===== src/rtl/cache_mem_arbiter_if.sv =====
// Bus bundle between the two cache ports, the shared RAM port and the arbiter.
// The slave modport is the arbiter's view; master is the surrounding environment.
interface cache_mem_arbiter_if #(
    parameter int ADDR_W = 32,
    parameter int DATA_W = 32,
    parameter int CNT_W  = 16
);
    logic              iREN;
    logic [ADDR_W-1:0] iaddr;
    logic              iwait;
    logic [DATA_W-1:0] iload;
    logic              dREN;
    logic              dWEN;
    logic [ADDR_W-1:0] daddr;
    logic [DATA_W-1:0] dstore;
    logic              dwait;
    logic [DATA_W-1:0] dload;
    logic              ramREN;
    logic              ramWEN;
    logic [ADDR_W-1:0] ramaddr;
    logic [DATA_W-1:0] ramstore;
    logic [DATA_W-1:0] ramload;
    logic [1:0]        ramstate;
    logic              ram_err;
    logic [CNT_W-1:0]  icount;
    logic [CNT_W-1:0]  dcount;

    modport slave (
        input  iREN, iaddr, dREN, dWEN, daddr, dstore, ramload, ramstate,
        output iwait, iload, dwait, dload, ramREN, ramWEN, ramaddr, ramstore,
               ram_err, icount, dcount
    );

    modport master (
        output iREN, iaddr, dREN, dWEN, daddr, dstore, ramload, ramstate,
        input  iwait, iload, dwait, dload, ramREN, ramWEN, ramaddr, ramstore,
               ram_err, icount, dcount
    );
endinterface


===== src/rtl/cache_mem_arbiter.sv =====
// Shares one single-ported RAM between icache and dcache, one transaction at a time.
// Define ARB_ROUND_ROBIN_EN to alternate priority; otherwise the dcache always wins.
module cache_mem_arbiter #(
    parameter int ADDR_W = 32,
    parameter int DATA_W = 32,
    parameter int CNT_W  = 16
) (
    input  logic               CLK,
    input  logic               RST,
    cache_mem_arbiter_if.slave bus
);

    typedef enum logic [1:0] {
        IDLE = 2'd0,
        IGNT = 2'd1,
        DGNT = 2'd2
    } state_e;

    localparam logic [1:0] RAM_ACCESS = 2'd2;
    localparam logic [1:0] RAM_ERROR  = 2'd3;

    state_e             state_q, state_d;
    logic [CNT_W-1:0]   icount_q, icount_d;
    logic [CNT_W-1:0]   dcount_q, dcount_d;
    logic               err_q, err_d;

    logic               i_req_s;
    logic               d_req_s;
    logic               done_s;
    logic               pick_i_s;
    logic               iwait_s;
    logic               dwait_s;
    logic               ram_ren_s;
    logic               ram_wen_s;
    logic [ADDR_W-1:0]  ram_addr_s;
    logic [DATA_W-1:0]  ram_store_s;

    assign i_req_s = bus.iREN;
    assign d_req_s = bus.dREN | bus.dWEN;
    assign done_s  = (bus.ramstate == RAM_ACCESS) || (bus.ramstate == RAM_ERROR);

`ifdef ARB_ROUND_ROBIN_EN
    // rr_q high means the icache is preferred on the next contested IDLE cycle.
    logic rr_q, rr_d;
    assign pick_i_s = i_req_s & (~d_req_s | rr_q);
`else
    assign pick_i_s = i_req_s & ~d_req_s;
`endif

    // State, counters and sticky error register with synchronous reset.
    always_ff @(posedge CLK) begin
        if (RST) begin
            state_q  <= IDLE;
            icount_q <= {CNT_W{1'b0}};
            dcount_q <= {CNT_W{1'b0}};
            err_q    <= 1'b0;
`ifdef ARB_ROUND_ROBIN_EN
            rr_q     <= 1'b0;
`endif
        end else begin
            state_q  <= state_d;
            icount_q <= icount_d;
            dcount_q <= dcount_d;
            err_q    <= err_d;
`ifdef ARB_ROUND_ROBIN_EN
            rr_q     <= rr_d;
`endif
        end
    end

    // Next-state logic plus the combinational RAM and wait outputs.
    always_comb begin
        state_d     = state_q;
        icount_d    = icount_q;
        dcount_d    = dcount_q;
        err_d       = err_q;
`ifdef ARB_ROUND_ROBIN_EN
        rr_d        = rr_q;
`endif
        iwait_s     = 1'b1;
        dwait_s     = 1'b1;
        ram_ren_s   = 1'b0;
        ram_wen_s   = 1'b0;
        ram_addr_s  = bus.iaddr;
        ram_store_s = bus.dstore;

        case (state_q)
            IDLE: begin
                if (pick_i_s) begin
                    state_d = IGNT;
                end else if (d_req_s) begin
                    state_d = DGNT;
                end else begin
                    state_d = IDLE;
                end
            end
            IGNT: begin
                ram_addr_s = bus.iaddr;
                if (!i_req_s) begin
                    state_d = IDLE;
                end else begin
                    ram_ren_s = 1'b1;
                    if (done_s) begin
                        iwait_s  = 1'b0;
                        icount_d = icount_q + {{(CNT_W-1){1'b0}}, 1'b1};
                        err_d    = err_q | (bus.ramstate == RAM_ERROR);
                        state_d  = IDLE;
`ifdef ARB_ROUND_ROBIN_EN
                        rr_d     = 1'b0;
`endif
                    end else begin
                        state_d = IGNT;
                    end
                end
            end
            DGNT: begin
                ram_addr_s = bus.daddr;
                if (!d_req_s) begin
                    state_d = IDLE;
                end else begin
                    // A simultaneous read and write request is served as a write.
                    ram_wen_s = bus.dWEN;
                    ram_ren_s = bus.dREN & ~bus.dWEN;
                    if (done_s) begin
                        dwait_s  = 1'b0;
                        dcount_d = dcount_q + {{(CNT_W-1){1'b0}}, 1'b1};
                        err_d    = err_q | (bus.ramstate == RAM_ERROR);
                        state_d  = IDLE;
`ifdef ARB_ROUND_ROBIN_EN
                        rr_d     = 1'b1;
`endif
                    end else begin
                        state_d = DGNT;
                    end
                end
            end
            default: begin
                state_d = IDLE;
            end
        endcase
    end

    assign bus.iwait    = iwait_s;
    assign bus.dwait    = dwait_s;
    assign bus.iload    = bus.ramload;
    assign bus.dload    = bus.ramload;
    assign bus.ramREN   = ram_ren_s;
    assign bus.ramWEN   = ram_wen_s;
    assign bus.ramaddr  = ram_addr_s;
    assign bus.ramstore = ram_store_s;
    assign bus.ram_err  = err_q;
    assign bus.icount   = icount_q;
    assign bus.dcount   = dcount_q;

endmodule


===== src/flat_wrapper.sv =====
// flat-port wrapper written by rule: the top's interface ports become plain ports
module cache_mem_arbiter_flat 
#(
    parameter int ADDR_W = 32,
    parameter int DATA_W = 32,
    parameter int CNT_W  = 16
)
  (CLK, RST, bus_iREN, bus_iaddr, bus_dREN, bus_dWEN, bus_daddr, bus_dstore, bus_ramload, bus_ramstate, bus_iwait, bus_iload, bus_dwait, bus_dload, bus_ramREN, bus_ramWEN, bus_ramaddr, bus_ramstore, bus_ram_err, bus_icount, bus_dcount);
  cache_mem_arbiter_if #(.ADDR_W(ADDR_W), .DATA_W(DATA_W), .CNT_W(CNT_W)) bus_i ();
  input  logic CLK;
  input  logic RST;
  input wire logic [$bits(bus_i.iREN)-1:0] bus_iREN;
  input wire logic [$bits(bus_i.iaddr)-1:0] bus_iaddr;
  input wire logic [$bits(bus_i.dREN)-1:0] bus_dREN;
  input wire logic [$bits(bus_i.dWEN)-1:0] bus_dWEN;
  input wire logic [$bits(bus_i.daddr)-1:0] bus_daddr;
  input wire logic [$bits(bus_i.dstore)-1:0] bus_dstore;
  input wire logic [$bits(bus_i.ramload)-1:0] bus_ramload;
  input wire logic [$bits(bus_i.ramstate)-1:0] bus_ramstate;
  output wire logic [$bits(bus_i.iwait)-1:0] bus_iwait;
  output wire logic [$bits(bus_i.iload)-1:0] bus_iload;
  output wire logic [$bits(bus_i.dwait)-1:0] bus_dwait;
  output wire logic [$bits(bus_i.dload)-1:0] bus_dload;
  output wire logic [$bits(bus_i.ramREN)-1:0] bus_ramREN;
  output wire logic [$bits(bus_i.ramWEN)-1:0] bus_ramWEN;
  output wire logic [$bits(bus_i.ramaddr)-1:0] bus_ramaddr;
  output wire logic [$bits(bus_i.ramstore)-1:0] bus_ramstore;
  output wire logic [$bits(bus_i.ram_err)-1:0] bus_ram_err;
  output wire logic [$bits(bus_i.icount)-1:0] bus_icount;
  output wire logic [$bits(bus_i.dcount)-1:0] bus_dcount;
  assign bus_i.iREN = bus_iREN;
  assign bus_i.iaddr = bus_iaddr;
  assign bus_i.dREN = bus_dREN;
  assign bus_i.dWEN = bus_dWEN;
  assign bus_i.daddr = bus_daddr;
  assign bus_i.dstore = bus_dstore;
  assign bus_i.ramload = bus_ramload;
  assign bus_i.ramstate = bus_ramstate;
  assign bus_iwait = bus_i.iwait;
  assign bus_iload = bus_i.iload;
  assign bus_dwait = bus_i.dwait;
  assign bus_dload = bus_i.dload;
  assign bus_ramREN = bus_i.ramREN;
  assign bus_ramWEN = bus_i.ramWEN;
  assign bus_ramaddr = bus_i.ramaddr;
  assign bus_ramstore = bus_i.ramstore;
  assign bus_ram_err = bus_i.ram_err;
  assign bus_icount = bus_i.icount;
  assign bus_dcount = bus_i.dcount;
  cache_mem_arbiter #(.ADDR_W(ADDR_W), .DATA_W(DATA_W), .CNT_W(CNT_W)) u_core (.CLK(CLK), .RST(RST), .bus(bus_i));
endmodule

===== config.mk =====
export PLATFORM = sky130hd
export DESIGN_NAME = cache_mem_arbiter_flat
export DESIGN_NICKNAME = d
export VERILOG_FILES = /design/src/rtl/cache_mem_arbiter_if.sv /design/src/rtl/cache_mem_arbiter.sv /design/src/flat_wrapper.sv
export SDC_FILE = /design/constraint.sdc
export NUM_CORES = 1
export LEC_CHECK = 0
export CAP_MARGIN = 20
export CORE_AREA = 2 2 116 118
export DETAILED_ROUTE_END_ITERATION = 8
export DIE_AREA = 0 0 118 120
export PLACE_DENSITY_LB_ADDON = 0.05
export SYNTH_ARGS = -nofsm -noshare
export SYNTH_HDL_FRONTEND = slang
export SYNTH_SLANG_ARGS = --single-unit

===== constraint.sdc =====
create_clock -name CLK -period 2.25 [get_ports CLK]
set_input_delay 0.3375 -clock CLK [delete_from_list [all_inputs] [get_ports CLK]]
set_output_delay 0.3375 -clock CLK [all_outputs]
set_load 0.01 [all_outputs]

==> flow_summary.json <==
{
  "fmax_mhz": 459,
  "setup_viol": 0,
  "finalNetCount": 523,
  "wl_per_cell_um": 14.6,
  "min_period_ns": 2.18,
  "row_count": 42,
  "synthArstFlopShare": 0,
  "reg2reg_depth": 6,
  "synth_area_um2": 2750,
  "p_leak_nw": 1.46,
  "wirelength_um": 8140,
  "worstHoldStart": "u_core.bus.ram_err$_SDFFE_PP0P_",
  "via_count": 2245,
  "antenna_cells": 0,
  "ys_seq_area_frac": 0.255,
  "drive_gt1_frac": 0.168,
  "synth_edf_count": 0,
  "cts_root_buf": "clkbuf_16",
  "rrSetupSlack_ns": 0.28,
  "powerDensity_nw_per_um2": 434,
  "cp.arrival_ns": 1.84,
  "synth_fp_nets": 463,
  "drtPass1Iterations": 4,
  "viasPerCell": 4.03,
  "holdWs_ns": 0.480,
  "timing.rr.end": "u_core.bus.icount[12]$_SDFFE_PP0P_",
  "cts_buffers": 5,
  "path_clk_slew_ns": 0.05,
  "fin_skew_ns": 0.00225,
  "place.gp.congestion": 0.709,
  "start_kind": "flip-flop",
  "ys_ff_latch": 35,
  "seq_area_um2": 701,
  "hold_path.class": "flip-flop to flip-flop",
  "ir_drop_v": 0.000262,
  "h-tree-depth": 2,
  "p_total_mw": 1.69,
  "synth-main-ff-cell": "dfxtp_1",
  "die_area_um2": 14200,
  "cts_buffer_depth": 2,
  "crit_type": "flip-flop to primary output",
  "io_pins": 300,
  "grt_use_total": 0.111,
  "worstMarginPinSlew_ns": 0.409,
  "drcViolationCount": 0,
  "postCtsHoldBufs": 0,
  "die_w_um": 118,
  "min_path_cells": 2,
  "final_max_slew_viol_count": 0,
  "start_util": 0.212,
  "r2r_start": "u_core.state_q[1]$_SDFF_PP0_",
  "drt_iter0_markers": 96,
  "ys_types": 38,
  "path_max_fanout": 14,
  "cts_num_sinks": 35,
  "slew_headroom": 0.726,
  "antenna_found_initial": 0,
  "multi_input_area_um2": 1260,
  "finalCritPeriodShare": 0.968,
  "maxCapViolations": 0,
  "rsz0062_at_grt": "no",
  "grt_pass1_wl_um": 12400,
  "insertion_delay_ns": 0.27,
  "grt_max_degree": 19,
  "critical_path_required_ns": 1.91,
  "grt_pass1_vias": 2348,
  "hpwl_um": 6750,
  "drtAntennaViolNets": 0,
  "synth_warnings": 0,
  "areaGrowthSynthToFinish_pct": 42.1,
  "grt_overflow": 0,
  "cp-end-kind": "primary output",
  "synthCells": 322,
  "numPortBuffers": 139,
  "status": "finished, final reports clean",
  "cts_tree": "built",
  "syn_avg_cell_area_um2": 8.53,
  "fp.dieH_um": 120,
  "num-fill-cells": 1389,
  "fp.coreArea_um2": 13000,
  "finalHoldViolCount": 0,
  "holdPathEnd": "u_core.bus.ram_err$_SDFFE_PP0P_"
}
==> logic make-up (layout without fill, tap and decap cells) <==
family	count (synthesis)	count (layout)	synth area share
compound gates	28	28	0.0601
fa+ha+maj	6	6	0.0273
xor+xnor	19	19	0.0606
flops	35	35	0.255
buf+inv	116	175	0.290
mux	34	34	0.138
simple gates	84	84	0.168
==> routing by layer <==
metal / track usage / share of wire / vias up
met5: 0 / 0 / -
met4: 0.0279 / 0.0048 / 0
met3: 0.0618 / 0.12 / 4
met2: 0.201 / 0.51 / 120
met1: 0.111 / 0.36 / 999
li1: - / - / 1122
==> flip-flops by register name (all words and copies together), names as in the netlist <==
name / count
u_core.bus.dcount: 16
u_core.bus.icount: 16
u_core.state_q: 2
u_core.bus.ram_err: 1
==> worst max-delay path: stages (launching register included) <==
cell	delay, ns
dfxtp_1	0.33
inv_2	0.09
ha_4	0.18
buf_12	0.15
mux2_2	0.34
clkdlybuf4s50_1	0.47
==> stage by stage <==
| step | utilization | instance area, um^2 | setup TNS (ns) | setup slack, ns | cells |
|---|---|---|---|---|---|
| 2_1_floorplan | - | 2750 | 0 | 0.304 | 322 |
| 3_3_place_gp | 0.287 | 3730 | -0.000558 | -0.000558 | 548 |
| 3_5_place_dp | 0.287 | 3730 | -0.0201 | -0.0109 | 548 |
| 4_1_cts | 0.297 | 3860 | -0.130 | -0.0237 | 555 |
| 5_1_grt | 0.301 | 3900 | 0 | 0.00483 | 557 |
| 6_report | 0.301 | 3900 | 0 | 0.0719 | 557 |
==> synthesized netlist by cell type (2+ instances only) <==
master / number / area, um^2
buf_4: 96 / 721
dfxtp_1: 35 / 701
mux2_2: 32 / 360
nor2_1: 24 / 90.1
a21oi_1: 13 / 65.1
inv_1: 10 / 37.5
nand4_1: 10 / 62.6
xor2_1: 10 / 87.6
clkbuf_1: 9 / 33.8
nand2_1: 9 / 33.8
nand3_1: 9 / 45.0
xnor2_1: 9 / 78.8
o21ai_0: 7 / 35.0
or3_1: 7 / 43.8
ha_1: 6 / 75.1
and3_1: 4 / 25.0
and4_1: 4 / 35.0
nor3_1: 3 / 15.0
nor4_1: 3 / 18.8
a31o_2: 2 / 17.5
and2_1: 2 / 12.5
mux2i_1: 2 / 20.0
==> worst max-delay path by stage <==
stage | to | cells after the start | from
detailed placement | u_core.bus.icount[12]$_SDFFE_PP0P_ | 5 | bus_ramstate[1]
global placement | u_core.bus.icount[12]$_SDFFE_PP0P_ | 5 | bus_ramstate[1]
CTS | bus_ramaddr[5] | 5 | u_core.state_q[0]$_SDFF_PP0_
finish | bus_ramaddr[22] | 5 | u_core.state_q[0]$_SDFF_PP0_
global route | bus_ramaddr[22] | 5 | u_core.state_q[0]$_SDFF_PP0_
floorplan | bus_ramaddr[10] | 5 | u_core.state_q[0]$_SDFF_PP0_
==> report_power, final <==
group	switching, mW	total [mW]	internal, mW
Combinational	0.150	0.428	0.278
Clock	0.238	0.636	0.398
Sequential	0.00535	0.630	0.625
==> layout by cell type, fill, tap and decap left out, drive strengths merged, types with 6 or more instances in the layout <==
cell type	count
dfxtp	35
xnor2	9
xor2	10
dlygate4sd2	22
clkbuf	6
nand2	9
inv	10
ha	6
buf	20
nor2	24
mux2	32
nand3	9
a21oi	13
or3	7
nand4	11
dlymetal6s2s	6
clkdlybuf4s50	111
o21ai	7
==> final cells by class <==
class                   instances  share of cell area
multi-input cells             171               0.323
well taps                     176              0.0564
flip-flops and latches         35               0.180
repair buffers                159               0.398
inverters                      10             0.00962
clock buffers                   6              0.0330
==> timing repair <==
item | CTS | global route
pin swaps | 0 | 0
resized for setup | 27 | 10
endpoints found under the hold margin | 0 | 0
buffers inserted | 1 | 2
setup endpoints to repair | 34 | 12
(Power assumes the default switching activity.)
